**src/rtl/spi_master_nch.sv**
```systemverilog
// Parametrised SPI master: any word width, CPOL/CPHA modes, MSB/LSB order,
// programmable SCK half-period, one-hot active-low selects with optional hold.
module spi_master_nch #(
  parameter int DATA_W = 8,
  parameter int NUM_SS = 4,
  parameter int DIV_W  = 8,
  localparam int SS_IW = $clog2(NUM_SS)
) (
  input  logic              clk_i,
  input  logic              rst_i,
  input  logic              start_i,
  input  logic [DATA_W-1:0] tx_data_i,
  input  logic [SS_IW-1:0]  ss_sel_i,
  input  logic              cpol_i,
  input  logic              cpha_i,
  input  logic              lsbfe_i,
  input  logic [DIV_W-1:0]  div_i,
  input  logic              hold_ss_i,
  input  logic              release_i,
  input  logic              miso_i,
  output logic              sck_o,
  output logic              mosi_o,
  output logic [NUM_SS-1:0] ss_n_o,
  output logic              busy_o,
  output logic              done_o,
  output logic [DATA_W-1:0] rx_data_o
);

  localparam int EW = $clog2(2*DATA_W+1);
  localparam logic [EW-1:0] EDGES     = EW'(2*DATA_W);
  localparam logic [EW-1:0] LAST_EDGE = EW'(2*DATA_W-1);

  // state | meaning
  // IDLE  | selects high, sck at latched cpol
  // GAP   | selects high for one half-period before a slave change
  // LEAD  | slave selected, sck idle, one half-period
  // XFER  | 2*DATA_W sck edges plus the trailing half-period
  // TRAIL | sck idle, select low, one half-period, then done
  // HOLD  | select held low between words
  typedef enum logic [2:0] {
    S_IDLE, S_GAP, S_LEAD, S_XFER, S_TRAIL, S_HOLD
  } state_t;

  state_t             state_q, state_d;
  logic [DIV_W-1:0]   cnt_q, cnt_d;
  logic [DIV_W-1:0]   div_q, div_d;
  logic [EW-1:0]      edge_q, edge_d;
  logic [SS_IW-1:0]   ss_q, ss_d;
  logic               cpol_q, cpol_d;
  logic               cpha_q, cpha_d;
  logic               lsbfe_q, lsbfe_d;
  logic               hold_q, hold_d;
  logic               sck_q, sck_d;
  logic               mosi_q, mosi_d;
  logic [DATA_W-1:0]  tx_q, tx_d;
  logic [DATA_W-1:0]  rx_sh_q, rx_sh_d;
  logic [DATA_W-1:0]  rx_q, rx_d;
  logic               done_q, done_d;

  logic tick, accept, do_edge, odd_edge;

  function automatic logic head_bit(input logic [DATA_W-1:0] d, input logic lsb);
    return lsb ? d[0] : d[DATA_W-1];
  endfunction

  function automatic logic [DATA_W-1:0] advance(input logic [DATA_W-1:0] d, input logic lsb);
    return lsb ? (d >> 1) : (d << 1);
  endfunction

  assign tick     = (cnt_q == div_q);
  assign accept   = start_i && (state_q == S_IDLE || state_q == S_HOLD);
  assign odd_edge = ~edge_q[0];

  always_comb begin
    state_d = state_q;
    cnt_d   = cnt_q;
    div_d   = div_q;
    edge_d  = edge_q;
    ss_d    = ss_q;
    cpol_d  = cpol_q;
    cpha_d  = cpha_q;
    lsbfe_d = lsbfe_q;
    hold_d  = hold_q;
    sck_d   = sck_q;
    mosi_d  = mosi_q;
    tx_d    = tx_q;
    rx_sh_d = rx_sh_q;
    rx_d    = rx_q;
    done_d  = 1'b0;
    do_edge = 1'b0;

    case (state_q)
      S_IDLE: cnt_d = '0;
      S_HOLD: begin
        cnt_d = '0;
        if (!start_i && release_i) begin
          state_d = S_IDLE;
          mosi_d  = 1'b0;
        end
      end
      S_GAP: begin
        if (tick) begin
          state_d = S_LEAD;
          if (!cpha_q) begin
            mosi_d = head_bit(tx_q, lsbfe_q);
            tx_d   = advance(tx_q, lsbfe_q);
          end
        end
      end
      S_LEAD: begin
        if (tick) begin
          do_edge = 1'b1;
          state_d = S_XFER;
        end
      end
      S_XFER: begin
        if (tick) begin
          if (edge_q != EDGES) do_edge = 1'b1;
          else                 state_d = S_TRAIL;
        end
      end
      S_TRAIL: begin
        if (tick) begin
          done_d = 1'b1;
          rx_d   = rx_sh_q;
          if (hold_q) state_d = S_HOLD;
          else begin
            state_d = S_IDLE;
            mosi_d  = 1'b0;
          end
        end
      end
      default: state_d = S_IDLE;
    endcase

    if (state_q inside {S_GAP, S_LEAD, S_XFER, S_TRAIL})
      cnt_d = tick ? '0 : cnt_q + 1'b1;

    if (accept) begin
      ss_d    = ss_sel_i;
      cpol_d  = cpol_i;
      cpha_d  = cpha_i;
      lsbfe_d = lsbfe_i;
      div_d   = div_i;
      hold_d  = hold_ss_i;
      sck_d   = cpol_i;
      cnt_d   = '0;
      edge_d  = '0;
      rx_sh_d = '0;
      tx_d    = tx_data_i;
      // Changing slave from HOLD inserts a deselected gap; the first
      // cpha=0 bit is then loaded when LEAD begins.
      if (state_q == S_HOLD && ss_sel_i != ss_q) begin
        state_d = S_GAP;
        mosi_d  = 1'b0;
      end else begin
        state_d = S_LEAD;
        if (!cpha_i) begin
          mosi_d = head_bit(tx_data_i, lsbfe_i);
          tx_d   = advance(tx_data_i, lsbfe_i);
        end
      end
    end

    if (do_edge) begin
      sck_d  = ~sck_q;
      edge_d = edge_q + 1'b1;
      if (odd_edge ^ cpha_q)
        rx_sh_d = lsbfe_q ? {miso_i, rx_sh_q[DATA_W-1:1]} : {rx_sh_q[DATA_W-2:0], miso_i};
      if (cpha_q ? odd_edge : (!odd_edge && edge_q != LAST_EDGE)) begin
        mosi_d = head_bit(tx_q, lsbfe_q);
        tx_d   = advance(tx_q, lsbfe_q);
      end
    end
  end

  always_ff @(posedge clk_i) begin
    if (rst_i) begin
      state_q <= S_IDLE;
      cnt_q   <= '0;
      div_q   <= '0;
      edge_q  <= '0;
      ss_q    <= '0;
      cpol_q  <= 1'b0;
      cpha_q  <= 1'b0;
      lsbfe_q <= 1'b0;
      hold_q  <= 1'b0;
      sck_q   <= 1'b0;
      mosi_q  <= 1'b0;
      tx_q    <= '0;
      rx_sh_q <= '0;
      rx_q    <= '0;
      done_q  <= 1'b0;
    end else begin
      state_q <= state_d;
      cnt_q   <= cnt_d;
      div_q   <= div_d;
      edge_q  <= edge_d;
      ss_q    <= ss_d;
      cpol_q  <= cpol_d;
      cpha_q  <= cpha_d;
      lsbfe_q <= lsbfe_d;
      hold_q  <= hold_d;
      sck_q   <= sck_d;
      mosi_q  <= mosi_d;
      tx_q    <= tx_d;
      rx_sh_q <= rx_sh_d;
      rx_q    <= rx_d;
      done_q  <= done_d;
    end
  end

  always_comb begin
    ss_n_o = '1;
    if (state_q inside {S_LEAD, S_XFER, S_TRAIL, S_HOLD}) ss_n_o[ss_q] = 1'b0;
  end

  assign busy_o    = state_q inside {S_GAP, S_LEAD, S_XFER, S_TRAIL};
  assign sck_o     = sck_q;
  assign mosi_o    = mosi_q;
  assign done_o    = done_q;
  assign rx_data_o = rx_q;

endmodule
```
**config.mk**
```make
export PLATFORM = sky130hd
export DESIGN_NAME = spi_master_nch
export DESIGN_NICKNAME = d
export VERILOG_FILES = /design/src/rtl/spi_master_nch.sv
export SDC_FILE = /design/constraint.sdc
export NUM_CORES = 1
export LEC_CHECK = 0
export CAP_MARGIN = 20
export CORE_MARGIN = 2
export CORE_UTILIZATION = 28
export DETAILED_ROUTE_END_ITERATION = 10
export GPL_TIMING_DRIVEN = 1
export PLACE_DENSITY = 0.57
export REMOVE_ABC_BUFFERS = 1
export SETUP_SLACK_MARGIN = 0.15
export SKIP_LAST_GASP = 1
export SYNTH_ARGS = -nofsm -noshare
export SYNTH_HDL_FRONTEND = slang
export SYNTH_SLANG_ARGS = --single-unit
```
**constraint.sdc**
```tcl
create_clock -name clk_i -period 3.25 [get_ports clk_i]
set_input_delay 0.65 -clock clk_i [delete_from_list [all_inputs] [get_ports clk_i]]
set_output_delay 0.65 -clock clk_i [all_outputs]
set_load 0.01 [all_outputs]
```
# --- Yosys cells after proc, flatten, opt, wreduce, memory -nomap -nowiden ---
# Cells that the tools add are included.
op_classes:
  add_sub_neg: 2
  mul: 0
  div_mod_pow: 0
  order_cmp: 2
  eq_ne: 16
  shifts: 0
  muxes: 52
  bitwise: 5
  reduce_logical: 17
ops:
  columns: ["op", "count"]
  rows:
  - ["2-to-1 mux 8 bit", 17]
  - ["2-to-1 mux 3 bit", 8]
  - ["2-to-1 mux 1 bit", 19]
  - ["inequality test 3 bit (second input constant)", 6]
  - ["case mux 3 bit (6 select lines)", 1]
  - ["2-to-1 mux 5 bit", 2]
  - ["adder 8 x 1 -> 8 bit (second input constant)", 1]
  - ["== test 8 bit", 1]
  - ["nonzero test 4 bit", 2]
  - ["AND reduction 7 bit", 1]
  - ["== test 3 x 2 -> 1 bit (second input constant)", 2]
  - ["== test 3 bit (second input constant)", 2]
  - ["OR reduction 2 bit", 3]
  - ["adder 5 x 1 -> 5 bit (second input constant)", 1]
  - ["logical AND 1 bit", 5]
  - ["inequality test 5 x 4 -> 1 bit (second input constant)", 1]
  - ["inequality test 5 bit (second input constant)", 1]
  - ["2-to-1 mux 4 bit", 1]
  - ["inverter 4 bit", 1]
  - ["nonzero test 2 bit", 2]
  - ["== test 3 x 1 -> 1 bit (second input constant)", 1]
  - ["logical NOT 3 bit", 1]
  - ["< comparator 2 x 3 -> 1 bit (second input constant)", 1]
  - ["inverter 1 bit", 3]
  - ["11 further kinds", 11]
totals:
  reg_bits: 56
  latchBits: 0
  ram_bits: 0
  rom_bits: 0
  in_bits: 27
  output_inout_bits: 16
  word_cells: 108
  memories: 0

# --- Depth between registers and ports, before layout ---
depth:
  word_depth: 9
  ltp_mapped: 9
  mapped_depth_nobuf: 8

# --- Worst setup path before layout ---
# No wires, ideal clock.
synth_timing:
  path_type: "register to register"
  start: "reg edge_q[0]"
  end: "reg tx_q[0]"
  setup_time_ps: 117
  t_arrival_ps: 2131
  required_time_ps: 3133
  slack_ps: 1002
  stages_incl_launch_ff: 9
  n_path_buf: 0
  period_less_slack_ps: 2248
  cell_sequence: "dfxtp_1 -> ha_1 -> and3_1 -> ha_1 -> or3b_2 -> a221o_1 -> nor3_1 -> nor2_1 -> a22o_1"
synth_via:
  elab_chain_cells: 5
  word_cells_on_any_way: 10
  cone_classes: "eq/ne: 2; mux: 6; bitwise: 1; reduce/logical: 1"
synth_rtl:
  columns: ["item", "line_no", "source"]
  rows:
  - ["from (decl)", "47", "logic [EW-1:0] edge_q, edge_d;"]
  - ["from (signal assigned)", "198", "edge_q <= edge_d;"]
  - ["inequality test 5 bit / inequality test 5 x 4 -> 1 bit (equally long branches)", "118, 170", null]
  - ["2-to-1 mux 1 bit / logical AND 1 bit (equally long branches)", "118, 170", null]
  - ["2-to-1 mux 1 bit (on tied branches)", "117, 170", null]
  - ["case mux 1 bit (2 select lines) / 2-to-1 mux 8 bit (equally long branches)", "92, 170", null]
  - ["2-to-1 mux 8 bit (*)", "165", "if (do_edge) begin"]
  - ["to (signal assigned)", "206", "tx_q <= tx_d;"]
  - ["to (decl)", "55", "logic [DATA_W-1:0] tx_q, tx_d;"]
# Every way passes the cells marked *; elsewhere a longest branch is shown, timed or not.
# A chain may end at the register's enable or synchronous reset.

# --- Final worst setup path ---
layout_timing:
  start: "reg state_q[2]"
  end: "out ss_n_o[1]"
layout_via:
  elab_chain_cells: 3
  word_cells_on_any_way: 6
  cone_classes: "eq/ne: 4; mux: 1; reduce/logical: 1"
layout_rtl:
  columns: ["item", "line_no", "source"]
  rows:
  - ["from (decl)", "44", "state_t state_q, state_d;"]
  - ["from (signal assigned)", "195", "state_q <= state_d;"]
  - ["== test 3 x 2 -> 1 bit / == test 3 bit (equally long branches)", "215", "if (state_q inside {S_LEAD, S_XFER, S_TRAIL, S_HOLD}) ss_n_o[ss_q] = 1'b0;"]
  - ["nonzero test 4 bit (*)", "215", null]
  - ["2-to-1 mux 4 bit (*)", "215", null]
  - ["to (decl)", "23", "output logic [NUM_SS-1:0] ss_n_o,"]
# Marks and branches as above.

==> impl_metrics.toml <==
[sta]
slew_headroom = 0.4082
finalClockSkew_ns = 0.01028
timing.hold.ws_ns = 0.4710
finalHoldViolCount = 0
period_needed_ns = 2.802
rsz0062_at_grt = "false"
fin_ws_ns = 0.4480
worstMarginPinSlew_ns = 0.8865
maxSlewViolCount = 0
fmax_mhz = 356.9
setup_violations = 0
period_share = 0.8622
fin_setup_tns_ns = 0

[logic_synthesis]
ys_types = 55
ys_seq_area_frac = 0.3529
synth_ff_type = "dfxtp_1"
avgSynthCellArea_sq_um = 8.471
synth_edf_count = 0
ys_ff_latch = 56
synthArstFlopShare = 0
yosys_warnings = 0
synth_cells = 375
syn_area_sq_mm = 0.003177

[routing]
ant_nets = 0
first_iter_violations = 104
routedWlPerCell_um = 14.33
firstDrtPassIters = 4
drc = 0
routed_wl_um = 7780
vias = 2746
routed_via_density = 5.057

[finish]
mostFrequentLayoutCell = "dfxtp_1"
layout_common_cells = "dfxtp_1 (55), nand2_1 (46), clkdlybuf4s50_1 (41), nor2_1 (30), a21oi_1 (30)"
syn_to_final_growth_pct = 20.52
drive_above_1_share = 0.08933
n_fill_cell = 1152
num_antenna_cells = 0
nets = 435

[grt]
met2_usage = 0.1947
grt_max_degree = 38
grt_overflow = 0
antenna_found_initial = 0
top_usage_layer = "met2"
grt_usage = 0.1283
use_met3 = 0.02689
grt_pass1_wl_um = 13230
grt_pass1_vias = 2638
use_met1 = 0.1824

[clock_network]
clk_pin_slew_ns = 0.08
ctsHoldBuffers = 0
cts_tree = "done"
cts_root_buffer = "clkbuf_16"
cts_buffer_depth = 2
cts_made_buffers = 5
clk-insertion-delay-late_ns = 0.30
htree_levels = 2
cts.sinks = 56

[critical_path]
critPathLaunchType = "flop"
path_max_fanout = 11
critPathRequiredTime_ns = 2.60
arrival_ns = 2.15
endpoint_kind = "primary output"
path_class = "reg -> out"

[floorplanning]
fp-row-count = 38
die_height_um = 110.5
ioPinCount = 43
start_util = 0.2905
core_area_sq_mm = 0.01094
die_x_um = 110.5
die-area_sq_mm = 0.01221

[power]
p_per_area_mw_per_mm2 = 464.3
power_mw = 1.778
vdd_ir_drop_max_v = 0.0002063
leakage_nw = 1.358

[placement]
hpwl_um = 5503
place_congestion = 0.8262
port_buffers = 42
pre_cts_ws_ns = 0.5361

[run_status]
outcome = "complete, no violations"

[flow_run]
max_cap_violations = 0

[worst_hold_path]
hp-class = "reg -> reg"
[stage by stage]
| stage | cell area, sq um | utilization | cells |
|---|---|---|---|
| final | 3829 | 0.3501 | 543 |
| after detailed placement | 3675 | 0.3360 | 535 |
| after global routing | 3829 | 0.3501 | 543 |
| after floorplan | 3054 | - | 349 |
| after CTS | 3827 | 0.3500 | 543 |
| after global placement | 3675 | 0.3360 | 535 |
[worst max-delay path: stages, from the launching register on]
cell	delay, ns
dfxtp_2	0.46
inv_1	0.13
ha_1	0.34
or3b_2	0.45
clkdlybuf4s50_1	0.49
[cells in the mapped netlist (all sizes together) (8+ instances only)]
cell type / count / area (sq um)
dfxtp: 56 / 1121
nand2: 46 / 172.7
mux2: 15 / 168.9
buf: 13 / 73.81
clkbuf: 13 / 48.80
mux2i: 16 / 160.2
nor2: 30 / 112.6
xnor2: 15 / 131.4
a211oi: 8 / 60.06
nor4: 9 / 62.56
o21ai: 8 / 40.04
nand3b: 12 / 90.09
a21oi: 30 / 150.1
nand3: 9 / 45.04
[layout make-up]
class                   instances  area, sq um  area share
flip-flops and latches         56         1122      0.2931
well taps                     140        175.2     0.04575
repair buffers                 46        445.4      0.1163
clock buffers                   5        125.1     0.03268
clock inverters                 3        27.53    0.007190
inverters                       7        26.28    0.006863
multi-input cells             286         1907      0.4980
[repair_timing]
item / CTS / global route
buffers inserted: 0 / 0
gates resized for setup: 0 / 1
endpoints found under the setup margin: 0 / 1
[final timing paths]
| kind | from | end | slack (ns) | cells past startpoint |
|---|---|---|---|---|
| min | div_q[6]$_SDFFE_PP0P_ | div_q[6]$_SDFFE_PP0P_ | 0.47 | 2 |
| max reg2reg | edge_q[0]$_SDFFE_PP0P_ | tx_q[2]$_SDFF_PP0_ | 0.75 | 7 |
| min reg2reg | div_q[6]$_SDFFE_PP0P_ | div_q[6]$_SDFFE_PP0P_ | 0.47 | 2 |
| max | state_q[2]$_SDFFE_PP0P_ | ss_n_o[1] | 0.45 | 4 |
[sequential cells by signal, summed over array words and instances, names as in the netlist]
signal	flops
ss_q	2
rx_data_o	8
sck_o	1
edge_q	5
rx_sh_q	8
done_o	1
div_q	8
state_q	3
lsbfe_q	1
mosi_o	1
cpha_q	1
cnt_q	8
hold_q	1
tx_q	8
[per-layer routing]
layer | wire, um | share of wire
met5 | 0 | 0
met4 | 73 | 0.0094
met3 | 291 | 0.037
met2 | 3300 | 0.42
met1 | 4114 | 0.53
[power breakdown]
group | switching [mW] | internal [mW]
combinational | 0.233 | 0.190
sequential | 0.0630 | 0.730
clock | 0.268 | 0.293
total | 0.565 | 1.21
[kinds of logic (layout without fill, tap and decap cells)]
logic type / count (synthesis) / count (layout) / synth area share
flip-flops: 56 / 56 / 0.3529
buffers and inverters: 33 / 61 / 0.04687
adder cells (fa/ha/maj): 6 / 6 / 0.02363
AND/OR/NAND/NOR: 143 / 143 / 0.2328
XOR/XNOR: 20 / 20 / 0.05514
multiplexers: 31 / 31 / 0.1036
AO/OA/AOI/OAI: 86 / 86 / 0.1851
No activity file was read; power rests on OpenSTA's default activity.
